<file path="src/rtl/wb_arbiter_rr.sv">
// Round-robin N-port Wishbone master arbiter with IDLE/BUSY FSM,
// bus-error/timeout reporting, abort handling and per-port read hold.
module wb_arbiter_rr #(
  parameter int NPORTS  = 2,
  parameter int AWIDTH  = 30,
  parameter int DWIDTH  = 32,
  parameter int TIMEOUT = 255
) (
  input  logic                       i_clk,
  input  logic                       i_rb,
  input  logic [NPORTS-1:0]          i_req,
  input  logic [NPORTS*AWIDTH-1:0]   i_adr,
  input  logic [NPORTS-1:0]          i_we,
  input  logic [NPORTS*DWIDTH/8-1:0] i_sel,
  input  logic [NPORTS*DWIDTH-1:0]   i_dat,
  output logic [NPORTS*DWIDTH-1:0]   o_dat,
  output logic [NPORTS-1:0]          o_ack,
  output logic [NPORTS-1:0]          o_err,
  output logic                       o_wb_cyc,
  output logic                       o_wb_stb,
  output logic                       o_wb_we,
  output logic [DWIDTH/8-1:0]        o_wb_sel,
  output logic [31:0]                o_wb_adr,
  output logic [DWIDTH-1:0]          o_wb_dat,
  input  logic [DWIDTH-1:0]          i_wb_dat,
  input  logic                       i_wb_ack,
  input  logic                       i_wb_err
);

  localparam int SW = DWIDTH / 8;
  localparam int GW = $clog2(NPORTS);
  localparam int CW = (TIMEOUT > 1) ? $clog2(TIMEOUT) : 1;
  localparam logic [CW-1:0] TMAX =
    CW'((TIMEOUT > 0) ? TIMEOUT - 1 : 0);

  typedef enum logic {IDLE, BUSY} state_t;

  state_t            state;
  logic [GW-1:0]     g;
  logic [GW-1:0]     last;
  logic [CW-1:0]     cnt;
  logic [DWIDTH-1:0] hold [NPORTS];

  logic              req_g;
  logic              we_g;
  logic [SW-1:0]     sel_g;
  logic [AWIDTH-1:0] adr_g;
  logic [DWIDTH-1:0] dat_g;

  always_comb begin
    req_g = 1'b0;
    we_g  = 1'b0;
    sel_g = '0;
    adr_g = '0;
    dat_g = '0;
    for (int p = 0; p < NPORTS; p++) begin
      if (g == GW'(p)) begin
        req_g = i_req[p];
        we_g  = i_we[p];
        sel_g = i_sel[p*SW +: SW];
        adr_g = i_adr[p*AWIDTH +: AWIDTH];
        dat_g = i_dat[p*DWIDTH +: DWIDTH];
      end
    end
  end

  // The granted port sits out the rearbitration edge that ends its transfer.
  logic [NPORTS-1:0] mask;
  logic [GW-1:0]     nxt;
  logic              any;
  int                idx;

  always_comb begin
    mask = i_req;
    if (state == BUSY) begin
      for (int p = 0; p < NPORTS; p++) begin
        if (g == GW'(p)) mask[p] = 1'b0;
      end
    end
    nxt = last;
    any = 1'b0;
    idx = 0;
    for (int k = 1; k <= NPORTS; k++) begin
      idx = int'(last) + k;
      if (idx >= NPORTS) idx = idx - NPORTS;
      if (!any && mask[idx]) begin
        nxt = GW'(idx);
        any = 1'b1;
      end
    end
  end

  logic busy;
  logic active;
  logic ack_hit;
  logic to_hit;
  logic err_hit;
  logic term;

  assign busy    = (state == BUSY);
  assign active  = busy && req_g;
  assign ack_hit = active && i_wb_ack && !i_wb_err;
  assign to_hit  = active && !i_wb_ack && !i_wb_err &&
                   (TIMEOUT != 0) && (cnt == TMAX);
  assign err_hit = (active && i_wb_err) || to_hit;
  assign term    = ack_hit || err_hit;

  assign o_wb_cyc = active;
  assign o_wb_stb = active;
  assign o_wb_we  = busy && we_g;
  assign o_wb_sel = busy ? sel_g : '0;
  assign o_wb_adr = busy ? 32'(adr_g) : 32'd0;
  assign o_wb_dat = busy ? dat_g : '0;

  always_comb begin
    o_ack = '0;
    o_err = '0;
    for (int p = 0; p < NPORTS; p++) begin
      if (g == GW'(p)) begin
        o_ack[p] = ack_hit;
        o_err[p] = err_hit;
      end
    end
  end

  always_comb begin
    o_dat = '0;
    for (int p = 0; p < NPORTS; p++) begin
      o_dat[p*DWIDTH +: DWIDTH] = o_ack[p] ? i_wb_dat : hold[p];
    end
  end

  always_ff @(posedge i_clk or negedge i_rb) begin
    if (!i_rb) begin
      state <= IDLE;
      g     <= '0;
      last  <= GW'(NPORTS - 1);
      cnt   <= '0;
      for (int p = 0; p < NPORTS; p++) hold[p] <= '0;
    end else begin
      unique case (state)
        IDLE: begin
          if (any) begin
            g     <= nxt;
            last  <= nxt;
            cnt   <= '0;
            state <= BUSY;
          end
        end
        BUSY: begin
          if (!req_g) begin
            state <= IDLE;
          end else if (term) begin
            if (ack_hit) hold[g] <= i_wb_dat;
            if (any) begin
              g    <= nxt;
              last <= nxt;
              cnt  <= '0;
            end else begin
              state <= IDLE;
            end
          end else begin
            cnt <= cnt + 1'b1;
          end
        end
      endcase
    end
  end

endmodule

</file>
<file path="config.mk">
export PLATFORM = sky130hd
export DESIGN_NAME = wb_arbiter_rr
export DESIGN_NICKNAME = d
export VERILOG_FILES = /design/src/rtl/wb_arbiter_rr.sv
export SDC_FILE = /design/constraint.sdc
export NUM_CORES = 1
export LEC_CHECK = 0
export ABC_AREA = 1
export ABC_CLOCK_PERIOD_IN_PS = 4650
export CAP_MARGIN = 20
export CORE_ASPECT_RATIO = 0.6
export CORE_MARGIN = 2
export CORE_UTILIZATION = 35
export CTS_BUF_LIST = sky130_fd_sc_hd__clkbuf_8
export DETAILED_ROUTE_END_ITERATION = 8
export MAX_ROUTING_LAYER = met4
export PLACE_DENSITY = 0.84
export SLEW_MARGIN = 10
export SYNTH_ARGS = -nofsm -noshare
export SYNTH_HDL_FRONTEND = slang
export SYNTH_SLANG_ARGS = --single-unit
</file>
<file path="constraint.sdc">
create_clock -name i_clk -period 4.65 [get_ports i_clk]
set_input_delay 0.93 -clock i_clk [delete_from_list [all_inputs] [get_ports i_clk]]
set_output_delay 0.93 -clock i_clk [all_outputs]
set_load 0.02 [all_outputs]
</file>
==> results.md <==
- Status: complete, no violations
- Synthesized flop and latch total: 75
- Design area: 7860 um^2
- TritonCTS clock tree: yes
- Max Clock Freq: 0.234 GHz
- Crit. End Element: output pin
- CTS Sinks: 75
- Synth area leaders: dfrtp_1 41%, nand2_1 20%, o21ai_0 14%, nand3_1 9.3%, inv_1 4.2%
- Asr flop ratio synth: 100%
- Final slew viol count: 0
- WS Path Type: in -> out
- Initial DRC Count: 307
- DR DRC count: 0
- Root Driver: clkbuf_8
- # rows: 32
- Post-Route M1 WL: 7.60 mm
- Worst EP required: 3720 ps
- PortBufs: 308
- RSZ-0062 raised after global routing: no
- Final Skew: 10.9 ps
- Max stage delay on crit path: 640 ps
- Tightest Pin Transition: 944 ps
- Initial antenna violation count: 0
- Top FF cell, synth: dfrtp_1
- Cell taking the most area after synthesis: dfrtp_1
- Total CTS buffers: 9
- DP HPWL: 12.1 mm
- Buf/Inv on CP: 4
- Max layer used: met4
- Layout net count: 1117
- Largest net degree at the start of global routing: 98
- Diode count: 0
- Worst Path Arrival: 3330 ps
- Sequential cell area fraction in the yosys report: 41.6%
- Min Tclk post-route: 4260 ps
- Top Family by Delay on Critical Path: buffers and inverters
- Metal3 WL: 1.01 mm
- Gpl congestion: 0.899
- Initial core utilization: 35.5%
- ANT nets after route: 0
- Vias: 5276
- Worst hold path class: reg -> reg
- Pwr dens: 589 nW/um^2
- Post-Route Setup TNS: 0 ps
- Die Ht: 91.9 um
- Total Wirelength: 15.9 mm
- Pre-antenna DRT Iters: 5
- Worst slew margin: 37.1%
- Tcrit/Tclk final: 91.7%
- Overall power: 0.00463 W
- Fin. Hold Viols: 0
- Worst-path clk slew: 80 ps
- CTS resizes: 0
- Placed cell areas: 7620 um^2
- All-Layer GR Usage: 22.9%
- Pleak: 3.68 nW
- Ys Warns: 0
- Average cell area after synthesis: 6.79 um^2
- Number of H-tree levels: 3
- Max cap viols: 0
- First-pass GRT wire length: 24.4 mm
- Synth top cells by count: 243 x nand2_1, 125 x o21ai_0, 84 x nand3_1
- Final setup fails: 0
- CP cell instances: clkdlybuf4s50_1, nand2_1, o21ai_2, nand4_4, inv_2, nand2_2, buf_4, nand2_1, o21ai_0, clkdlybuf4s50_1
- Post-synth EDFFs: 0
- Peak supply drop: 0.000307 V
- Filler instances: 1149
- Syn-to-layout area delta: 74.1%
- Worst Setup Start Kind: input pin
- I/O pins: 311
- # hold bufs at CTS: 0
- Core area: 12700 um^2
- Cell count after synthesis: 664
- Distinct cells, synth: 24
- Die X: 151 um
- Crit Path Max Fanout: 97
- Vias in the first global route: 4678
- Post-synth top area share: 41.0%
- Drt wl/cell: 14.3 um
- Post-CTS setup buffers: 0
- Met2 wire len: 7.17 mm
- Vias per Instance: 4.72
- Slowest CP cell: clkdlybuf4s50_1
- Worst skew pair latency: 340 ps
- Layout cells sized above 1: 3.48%
- Die area: 13800 um^2
- Grt ovf: 0
- Most common cell in the netlist: nand2_1
- Maximum clock insertion buffer count: 2
- Syn Std Cell Area: 4510 um^2
[worst paths after layout]
kind	end	from	cells after the start	slack (ps)
min	hold[59]	hold[59]	2	480
max reg2reg	hold[10]	g	7	2410
max in group asynchronous	busy	i_rb	1	3270
min in group asynchronous	hold[52]	i_rb	1	720
max	o_dat[42]	i_req[1]	10	390
min reg2reg	hold[59]	hold[59]	2	480
[layout by cell type (no fill, tap or decap), types with 2 or more instances in the layout]
master / count
nand4_1: 3
dfrtp_1: 72
inv_1: 50
o21ai_1: 11
inv_2: 2
ha_1: 2
clkdlybuf4s50_1: 307
buf_4: 5
conb_1: 2
dfrtp_2: 2
nor2_1: 12
xor2_1: 2
bufinv_16: 2
o21ai_0: 125
nand3_1: 84
nand2_2: 2
clkinv_4: 2
nand2_1: 243
clkbuf_8: 10
inv_6: 2
[tightest hold or removal path: stages, from the launching register on]
cell	delay (ps)
dfrtp_1	330
nand2_1	60
o21ai_0	60
[flip-flops by register name, summed over array words and instances (netlist names)]
register,count
hold,64
cnt,8
busy,1
g,1
last,1
[power breakdown]
part           switching, W  internal [W]
Clock              0.000250      0.000323
Combinational       0.00172       0.00131
Sequential         0.000124      0.000904
Total               0.00210       0.00253
[cells by family after synthesis]
| family | Yosys count | synth area share (%) |
|---|---|---|
| other cells | 1 | 0.0831 |
| flops | 75 | 41.6 |
| compound gates | 137 | 15.3 |
| simple gates | 349 | 32.3 |
| xor+xnor | 2 | 0.388 |
| buf+inv | 98 | 9.76 |
| fa+ha+maj | 2 | 0.555 |
[layer usage]
metal  up-vias  track usage, %
li1       2701               -
met1      2399            32.6
met2       161            34.4
met3        15            4.48
met4         0            4.13
met5         -               -
[final cells by class]
| class | instances | area [um^2] | share of cell area, % |
|---|---|---|---|
| Clock buffer | 10 | 138 | 1.75 |
| Clock inverter | 6 | 95.1 | 1.21 |
| Sequential cell | 75 | 1880 | 23.9 |
| Multi-Input combinational cell | 492 | 2200 | 28.1 |
| Tap cell | 170 | 213 | 2.71 |
| Inverter | 52 | 195 | 2.48 |
| Timing Repair Buffer | 313 | 3130 | 39.8 |
[through the flow]
stage | hold WS, ps | utilization [%] | worst slack [ps] | cells
floorplan | 443 | - | 1620 | 665
detailed placement | 464 | 60.1 | 389 | 1102
finish | 479 | 61.9 | 385 | 1118
global route | 502 | 61.9 | 126 | 1118
CTS | 480 | 61.9 | 390 | 1118
global placement | 456 | 60.1 | 446 | 1102
(Power assumes the default switching activity.)
